$ cat src/rtl/hazard_pkg.sv
// Shared types and constants for the pipeline hazard controller.
package hazard_pkg;

    typedef enum logic {
        RUN = 1'b0,
        MUL = 1'b1
    } hz_state_e;

    localparam logic [4:0] REG_ZERO            = 5'd0;
    localparam int         DEFAULT_MUL_LATENCY = 4;

endpackage

$ cat src/rtl/mul_occupancy_counter.sv
// Load/decrement counter tracking the remaining EX cycles of a multi-cycle MUL op.
module mul_occupancy_counter
    import hazard_pkg::*;
#(
    parameter int MUL_LATENCY = DEFAULT_MUL_LATENCY,
    localparam int CW = $clog2(MUL_LATENCY) + 1
) (
    input  logic clk_i,
    input  logic rst_i,
    input  logic load_i,
    input  logic dec_i,
    output logic last_o
);

    logic [CW-1:0] cnt_q, cnt_d;

    // NOTE: every variable driven in always_comb gets a default first so no latch is inferred.
    always_comb begin
        cnt_d = cnt_q;
        if (load_i) begin
            // The start cycle itself is MUL cycle 1, so only LATENCY-1 cycles remain.
            cnt_d = CW'(MUL_LATENCY - 1);
        end else if (dec_i && cnt_q != '0) begin
            cnt_d = cnt_q - CW'(1);
        end
    end

    // NOTE: sequential state is updated with non-blocking assignments only.
    always_ff @(posedge clk_i) begin
        if (rst_i) begin
            cnt_q <= '0;
        end else begin
            cnt_q <= cnt_d;
        end
    end

    assign last_o = (cnt_q == CW'(1));

endmodule

$ cat src/rtl/pipeline_hazard_controller.sv
// Stall/flush sequencer for the 5-stage pipeline: load-use bubbles, taken-branch
// flushes and multi-cycle MUL occupancy of EX, plus a saturating stall-cycle counter.
module pipeline_hazard_controller
    import hazard_pkg::*;
#(
    parameter int MUL_LATENCY = DEFAULT_MUL_LATENCY,
    parameter int CNT_W       = 16
) (
    input  logic             clk_i,
    input  logic             rst_i,
    input  logic [4:0]       ID_RSAddr_i,
    input  logic [4:0]       ID_RTAddr_i,
    input  logic             ID_UsesRT_i,
    input  logic             EX_MemRead_i,
    input  logic [4:0]       EX_RTAddr_i,
    input  logic             EX_MulStart_i,
    input  logic             EX_BranchTaken_i,
    output logic             PC_Write_o,
    output logic             IFID_Write_o,
    output logic             IDEX_Write_o,
    output logic             IFID_Flush_o,
    output logic             IDEX_Flush_o,
    output logic             EXMEM_Flush_o,
    output logic             MulBusy_o,
    output logic             MulDone_o,
    output logic [CNT_W-1:0] StallCnt_o
);

    hz_state_e        state_q, state_d;
    logic             mul_load, mul_dec, mul_last;
    logic             load_use_hit;
    logic [CNT_W-1:0] stall_cnt_q, stall_cnt_d;

    mul_occupancy_counter #(
        .MUL_LATENCY(MUL_LATENCY)
    ) u_mul_cnt (
        .clk_i (clk_i),
        .rst_i (rst_i),
        .load_i(mul_load),
        .dec_i (mul_dec),
        .last_o(mul_last)
    );

    assign load_use_hit = EX_MemRead_i && (EX_RTAddr_i != REG_ZERO) &&
                          ((EX_RTAddr_i == ID_RSAddr_i) ||
                           (ID_UsesRT_i && (EX_RTAddr_i == ID_RTAddr_i)));

    always_comb begin
        state_d       = state_q;
        mul_load      = 1'b0;
        mul_dec       = 1'b0;
        PC_Write_o    = 1'b1;
        IFID_Write_o  = 1'b1;
        IDEX_Write_o  = 1'b1;
        IFID_Flush_o  = 1'b0;
        IDEX_Flush_o  = 1'b0;
        EXMEM_Flush_o = 1'b0;
        MulBusy_o     = 1'b0;
        MulDone_o     = 1'b0;

        if (rst_i) begin
            // Freeze and bubble the whole front end while reset is held.
            PC_Write_o    = 1'b0;
            IFID_Write_o  = 1'b0;
            IDEX_Write_o  = 1'b0;
            IFID_Flush_o  = 1'b1;
            IDEX_Flush_o  = 1'b1;
            EXMEM_Flush_o = 1'b1;
            state_d       = RUN;
        end else begin
            unique case (state_q)
                RUN: begin
                    if (EX_MulStart_i) begin
                        PC_Write_o    = 1'b0;
                        IFID_Write_o  = 1'b0;
                        IDEX_Write_o  = 1'b0;
                        EXMEM_Flush_o = 1'b1;
                        MulBusy_o     = 1'b1;
                        mul_load      = 1'b1;
                        state_d       = MUL;
                    end else if (EX_BranchTaken_i) begin
                        // A load-use hit here is on the wrong path, so it is not stalled.
                        IFID_Flush_o = 1'b1;
                        IDEX_Flush_o = 1'b1;
                    end else if (load_use_hit) begin
                        PC_Write_o   = 1'b0;
                        IFID_Write_o = 1'b0;
                        IDEX_Flush_o = 1'b1;
                    end
                end
                MUL: begin
                    PC_Write_o    = 1'b0;
                    IFID_Write_o  = 1'b0;
                    IDEX_Write_o  = 1'b0;
                    EXMEM_Flush_o = 1'b1;
                    MulBusy_o     = 1'b1;
                    mul_dec       = 1'b1;
                    if (mul_last) begin
                        MulDone_o = 1'b1;
                        state_d   = RUN;
                    end
                end
                default: state_d = RUN;
            endcase
        end
    end

    always_comb begin
        stall_cnt_d = stall_cnt_q;
        if (!PC_Write_o && (stall_cnt_q != '1)) begin
            stall_cnt_d = stall_cnt_q + CNT_W'(1);
        end
    end

    always_ff @(posedge clk_i) begin
        if (rst_i) begin
            state_q     <= RUN;
            stall_cnt_q <= '0;
        end else begin
            state_q     <= state_d;
            stall_cnt_q <= stall_cnt_d;
        end
    end

    assign StallCnt_o = stall_cnt_q;

endmodule

$ cat config.mk
export PLATFORM = sky130hd
export DESIGN_NAME = pipeline_hazard_controller
export DESIGN_NICKNAME = d
export VERILOG_FILES = /design/src/rtl/hazard_pkg.sv /design/src/rtl/mul_occupancy_counter.sv /design/src/rtl/pipeline_hazard_controller.sv
export SDC_FILE = /design/constraint.sdc
export NUM_CORES = 1
export LEC_CHECK = 0
export ABC_AREA = 1
export CELL_PAD_IN_SITES_DETAIL_PLACEMENT = 1
export CELL_PAD_IN_SITES_GLOBAL_PLACEMENT = 1
export CORE_MARGIN = 1
export CORE_UTILIZATION = 34
export DETAILED_ROUTE_END_ITERATION = 10
export GPL_TIMING_DRIVEN = 0
export PLACE_DENSITY = 0.89
export REMOVE_ABC_BUFFERS = 1
export SYNTH_ARGS = -nofsm -noshare
export SYNTH_HDL_FRONTEND = slang
export SYNTH_SLANG_ARGS = --single-unit
$ cat constraint.sdc
create_clock -name clk_i -period 5.08 [get_ports clk_i]
set_clock_uncertainty 0.05 [all_clocks]
set_input_delay 1.016 -clock clk_i [delete_from_list [all_inputs] [get_ports clk_i]]
set_output_delay 1.016 -clock clk_i [all_outputs]
set_load 0.05 [all_outputs]
==> key figures, run 1 <==
Timing
  – Setup WS post-layout: 0.455 ns
  – Final Slew Violations: 0
  – Final period util: 91.0%
  – Setup-failing EPs final: 0
  – Worst-Margin Slew: 0.844 ns
  – Fin Setup TNS: 0 ns
  – Slew margin rel.: 43.5%
  – Hold slack final: 0.457 ns
  – Hold Fails Final Rpt: 0
  – Post-route minimum period: 4.62 ns
  – Unrepaired setup endpoints after global routing: no
  – FMAX: 216 MHz

GRT
  – Total GRT Usage: 19.1%
  – Initial antenna violation count: 0
  – Vias in the first global route: 1,537
  – Grt total ovfl: 0
  – Largest net degree at the start of global routing: 22
  – First-pass GRT wire length: 6710 um

Placement
  – Inst Count DP: 312
  – Buffers on Ports: 44
  – Placement Setup Slack: 0.447 ns
  – Final GP Congestion: 0.848
  – HPWL after DPL: 3030 um
  – DP Area: 1920 sq um

Finish
  – Filler Cells Inserted: 537
  – Share of layout cells above drive strength 1: 5.26%
  – Fin nets: 292
  – Final Cell Area: 1990 sq um
  – Finished Layout Cells: 316
  – Area growth, synth to finish: 36.6%
  – Register area: 400 sq um
  – N_diodes: 0
  – Footprint of the multi-input gates: 890 sq um

Power and ir drop
  – Pleak: 0.000837 uW
  – Power Density: 220 nW/um^2
  – Max VDD drop: 0.117 mV

Yosys
  – Sequential fraction of the synthesis area: 27.5%
  – FFs w/ async S/R, synth: 0%
  – Area share of the largest cell type after synthesis: 27.5%
  – Synth warn: 0
  – Cells after Synth: 225
  – Register bit total from synthesis: 20
  – Average size of a mapped cell: 6.47 sq um
  – Area leader, netlist: dfxtp_1
  – Number of distinct library cells after synthesis: 30
  – Main synth FF type: dfxtp_1
  – Syn Std Cell Area: 1460 sq um
  – Number of synthesized flops with an enable pin: 0
  – Ranking of synthesized cells by area: dfxtp_1 28%, nand2_1 16%, nand3_1 9.3%

Clock tree
  – CTS tree: done
  – Root Driver: clkbuf_8
  – Setup Fix Bufs, Post-CTS: 0
  – CTS max path bufs: 2
  – Inserted Clock Buffers: 3
  – Clock sink total: 20
  – Clock-pin slew on the worst setup and hold paths: 0.09 ns
  – Clk Latency, worst-skew pair: 0.27 ns
  – CTS resizes: 0
  – # H-tree levels: 1
  – Hold-fix buffers, CTS: 0

Drt
  – Via count: 1,563
  – Pre-Repair DR Iteration Count: 4
  – Drt total wl: 3900 um
  – Drc violations: 0
  – Initial DRC count: 55
  – Antenna Nets Post-Route: 0
  – Via density: 4.95
  – WL per Instance: 12.3 um

Setup path
  – R2R cell count: 7
  – Critical Path RT: 4.01 ns
  – CP max stage delay: 0.84 ns
  – Setup crit start kind: input pin
  – Crit. End Element: output port
  – WP data arrival: 3.56 ns
  – Worst-path maximum fanout: 21
  – Crit Path Category: in -> out
  – Crit-path cells: clkdlybuf4s50_1 -> nor2_1 -> nand2_2 -> inv_1 -> clkdlybuf4s50_1
  – Most frequent CP cell: clkdlybuf4s50_1
  – Critical-path top delay cell: clkdlybuf4s50_1

Min path
  – Hold depth: 2
  – Type of the worst min-delay path: reg -> reg

Floorplan
  – Die H: 67.4 um
  – Core Area: 4060 sq um
  – Initial Util: 35.9%
  – IO Pins: 45
  – Die Wd: 67.4 um
  – DIE AREA: 4550 sq um
  – # rows: 23

Run
  – # Max-Cap Violations: 0

Run status
  – Status: complete, no violations
[per-stage QoR]
step,util (%),total power [uW]
after floorplan,-,229
after global placement,47.2,269
after detailed placement,47.2,272
after CTS,49.0,439
after global routing,49.0,454
final,49.0,437
[logic make-up (layout without fill, tap and decap cells)]
| logic type | Yosys count | in the layout | synth area share, % |
|---|---|---|---|
| adders and majority gates | 4 | 4 | 3.44 |
| DFF | 20 | 20 | 27.5 |
| and+or+nand+nor | 124 | 124 | 40.0 |
| buffers and inverters | 40 | 81 | 11.4 |
| AOI/OAI and AO/OA | 22 | 22 | 8.69 |
| xor gates and xnor gates | 15 | 15 | 9.03 |
[sequential cells by signal (all words and copies together), names as in the netlist]
register / cells
state_q: 1
StallCnt_o: 16
u_mul_cnt.cnt_q: 3
[final cells by class]
cell class	instances	share of cell area [%]
clock buffers	3	2.08
clock inverters	1	1.51
inverters	33	6.23
multi-input cells	165	44.7
flip-flops and latches	20	20.1
well taps	50	3.15
repair buffers	44	22.2
[placed cells by master (no fill, tap or decap), drive strengths merged, types with 2 or more instances in the layout]
cell / instances
inv: 33
dfxtp: 20
nand4: 5
nand3: 28
clkdlybuf4s50: 44
clkbuf: 3
ha: 4
a21oi: 17
xnor2: 7
xor2: 8
nor2: 17
nand2: 64
o21ai: 2
nand3b: 2
nor3: 6
[routing by layer]
layer  routed length, um  vias up  share of wire (%)  global-route usage, %
li1                    -      797                  -                      -
met1                1830      728                 47                   23.3
met3                 149        4                3.8                   3.38
met2                1880       34                 48                   33.9
met4                  47        0                1.2                   5.59
met5                   0        -                  0                      0
[report_power, final]
group	total [uW]	internal [uW]	switching, uW
clock	168	105	63.0
combinational	99.8	40.3	59.5
sequential	168	163	5.88
[cell usage after synthesis (2+ instances only)]
| master | number |
|---|---|
| xor2_1 | 8 |
| nor3_1 | 4 |
| nand2_1 | 62 |
| nand4_1 | 4 |
| clkbuf_1 | 2 |
| nand3b_1 | 2 |
| o21ai_0 | 2 |
| inv_1 | 33 |
| a21oi_1 | 15 |
| buf_2 | 3 |
| dfxtp_1 | 20 |
| nand3_1 | 27 |
| a21oi_2 | 2 |
| nor2_1 | 16 |
| ha_1 | 4 |
| xnor2_1 | 7 |
[worst max-delay path: cells and delay by family]
kind          cells  cell delay [ns]
buf+inv           3             1.80
simple gates      2             0.74
[worst paths after layout]
check                                        from                         endpoint  slack [ns]
hold / removal    u_mul_cnt.cnt_q[2]$_SDFFE_PP0P_  u_mul_cnt.cnt_q[2]$_SDFFE_PP0P_        0.46
hold reg to reg   u_mul_cnt.cnt_q[2]$_SDFFE_PP0P_  u_mul_cnt.cnt_q[2]$_SDFFE_PP0P_        0.46
setup reg to reg       StallCnt_o[0]$_SDFFE_PP0P_       StallCnt_o[3]$_SDFFE_PP0P_        2.93
setup / recovery                            rst_i                       PC_Write_o        0.46
No activity file was read; power rests on OpenSTA's default activity.
==> inputs of run 2 (changes only) <==
MAX_ROUTING_LAYER = met4   (was default)
SLEW_MARGIN = 20   (was default)
==> run 2 against run 1 <==
Against the previous run: worst setup slack improved by 0.0032 ns; register-to-register slack improved by 0.02 ns; die area unchanged; largest power group unchanged; sequential share of layout area unchanged; final cell count unchanged; hold slack about the same; critical path type unchanged; first-iteration DRC count increased by 18%; global-route usage increased by 0.55 points; clock power about the same.
==> key figures, run 2 (synthesized netlist as in run 1, its figures left out) <==
Timing
  – Unrepaired setup endpoints after global routing: no
  – Setup-failing EPs final: 0 (unchanged)
  – Hold slack final: 0.457 ns (-0.0000140 ns)
  – FMAX: 216 MHz (about the same)
  – Setup WS post-layout: 0.459 ns (+0.00324 ns)
  – Fin Setup TNS: 0 ns (unchanged)
  – Final Slew Violations: 0 (unchanged)
  – Post-route minimum period: 4.62 ns (-0.00324 ns)
  – Slew margin rel.: 43.5% (about the same)
  – Final period util: 91.0% (about the same)
  – Hold Fails Final Rpt: 0 (unchanged)
  – Worst-Margin Slew: 0.844 ns (+0.0000589 ns)

Finish
  – Fin nets: 292 (unchanged)
  – Final core occ: 49.0% (unchanged)
  – Most frequent cells in the layout: 62 x nand2_1, 44 x clkdlybuf4s50_1, 33 x inv_1
  – Max FFs per register: 16 (unchanged)
  – N_diodes: 0 (unchanged)
  – Area growth, synth to finish: 36.6% (unchanged)
  – Share of layout cells above drive strength 1: 5.26% (unchanged)
  – Most common cell after layout, fill and taps aside: nand2_1

Setup path
  – Setup crit start kind: input pin
  – Worst-path maximum fanout: 21 (unchanged)
  – Crit Path Category: in -> out
  – Critical Path RT: 4.01 ns (about the same)
  – Crit. End Element: output port
  – CP startpoint: rst_i
  – WP data arrival: 3.56 ns (about the same)
  – Reg-to-Reg End: StallCnt_o[13]$_SDFFE_PP0P_
  – R2r setup slk: 2.95 ns (+0.02 ns)
  – R2R cell count: 7 (unchanged)
  – Reg2Reg Launch Point: StallCnt_o[0]$_SDFFE_PP0P_

Floorplan
  – Initial Util: 35.9% (unchanged)
  – IO Pins: 45 (unchanged)
  – # rows: 23 (unchanged)
  – Die Wd: 67.4 um (unchanged)
  – DIE AREA: 4550 sq um (unchanged)
  – Die H: 67.4 um (unchanged)
  – Core Area: 4060 sq um (unchanged)

Power and ir drop
  – Power Density: 219 nW/um^2 (-0.13%)
  – Pleak: 0.000837 uW (unchanged)
  – Power, Total: 436 uW (-0.13%)
  – Max VDD drop: 0.116 mV (-0.30%)

Placement
  – Placement Setup Slack: 0.447 ns (unchanged)
  – Final GP Congestion: 0.862 (+1.6%)
  – Buffers on Ports: 44 (unchanged)
  – HPWL after DPL: 3030 um (unchanged)

GRT
  – Vias in the first global route: 1,538 (+0.065%)
  – First-pass GRT wire length: 6710 um (-0.10%)
  – Grt total ovfl: 0 (unchanged)
  – Initial antenna violation count: 0 (unchanged)
  – Total GRT Usage: 19.7% (+0.55 points)
  – Largest net degree at the start of global routing: 22 (unchanged)

Min path
  – Hold depth: 2 (unchanged)
  – Worst hold start: u_mul_cnt.cnt_q[2]$_SDFFE_PP0P_
  – Type of the worst min-delay path: reg -> reg
  – WHS Endpoint: u_mul_cnt.cnt_q[2]$_SDFFE_PP0P_

Clock tree
  – CTS tree: done
  – Hold-fix buffers, CTS: 0 (unchanged)
  – Clk Latency, worst-skew pair: 0.27 ns (about the same)
  – CTS max path bufs: 2 (unchanged)
  – # H-tree levels: 1 (unchanged)
  – Clock sink total: 20 (unchanged)
  – Setup Fix Bufs, Post-CTS: 0 (unchanged)
  – Clock-pin slew on the worst setup and hold paths: 0.09 ns (about the same)
  – CTS resizes: 0 (unchanged)
  – Inserted Clock Buffers: 3 (unchanged)
  – Root Driver: clkbuf_8

Drt
  – Antenna Nets Post-Route: 0 (unchanged)
  – Initial DRC count: 65 (+18%)
  – Drc violations: 0 (unchanged)
  – Via density: 4.93 (-0.32%)
  – Pre-Repair DR Iteration Count: 4 (unchanged)
  – Via count: 1,558 (-0.32%)
  – WL per Instance: 12.3 um (-0.46%)
  – Drt total wl: 3880 um (-0.46%)

Run status
  – Status: complete, no violations

Run
  – # Max-Cap Violations: 0 (unchanged)
## run 2: cell counts in the layout (fill, tap and decap cells not counted)
Identical to the previous run, type by type.
## run 2: final cells by class
cell class,instances,area (sq um)
Fill cell,537,2070
Tap cell,50,62.6
Clock buffer,3,41.3
Multi-Input combinational cell,165,890
Inverter,33,124
Sequential cell,20,400
Clock inverter,1,30.0
Timing Repair Buffer,44,440
## run 2: worst max path at each step
stage              endpoint  slack, ns  cells after the start
2_1_floorplan  IFID_Write_o       0.99                      5
3_3_place_gp     PC_Write_o       0.48                      5
3_5_place_dp   IFID_Write_o       0.45                      5
4_1_cts        IFID_Write_o       0.45                      5
5_1_grt          PC_Write_o       0.30                      5
6_report         PC_Write_o       0.46                      5
## run 2: metal layers
layer / up-vias / track usage, % / share of wire [%]
li1: 795 / - / -
met1: 725 / 23.8 / 47
met2: 31 / 33.9 / 48
met3: 7 / 2.53 / 2.9
met4: 0 / 5.59 / 1.3
met5: - / - / 0
## run 2: critical path, stage by stage
cell             delay [ns]
clkdlybuf4s50_1        0.84
nor2_1                 0.42
nand2_2                0.31
inv_1                  0.15
clkdlybuf4s50_1        0.81
## run 2: metrics by stage
step                      instance area (sq um)  instances
after floorplan                            1410        218
after global placement                     1920        312
after detailed placement                   1920        312
after CTS                                  1990        316
after global routing                       1990        316
final                                      1990        316
## run 2: report_power, final
group | internal, uW | switching, uW | total, uW | leakage (uW)
sequential | 163 | 5.82 | 168 | 0.000163
combinational | 40.3 | 59.5 | 99.7 | 0.000639
clock | 105 | 62.5 | 168 | 0.0000357
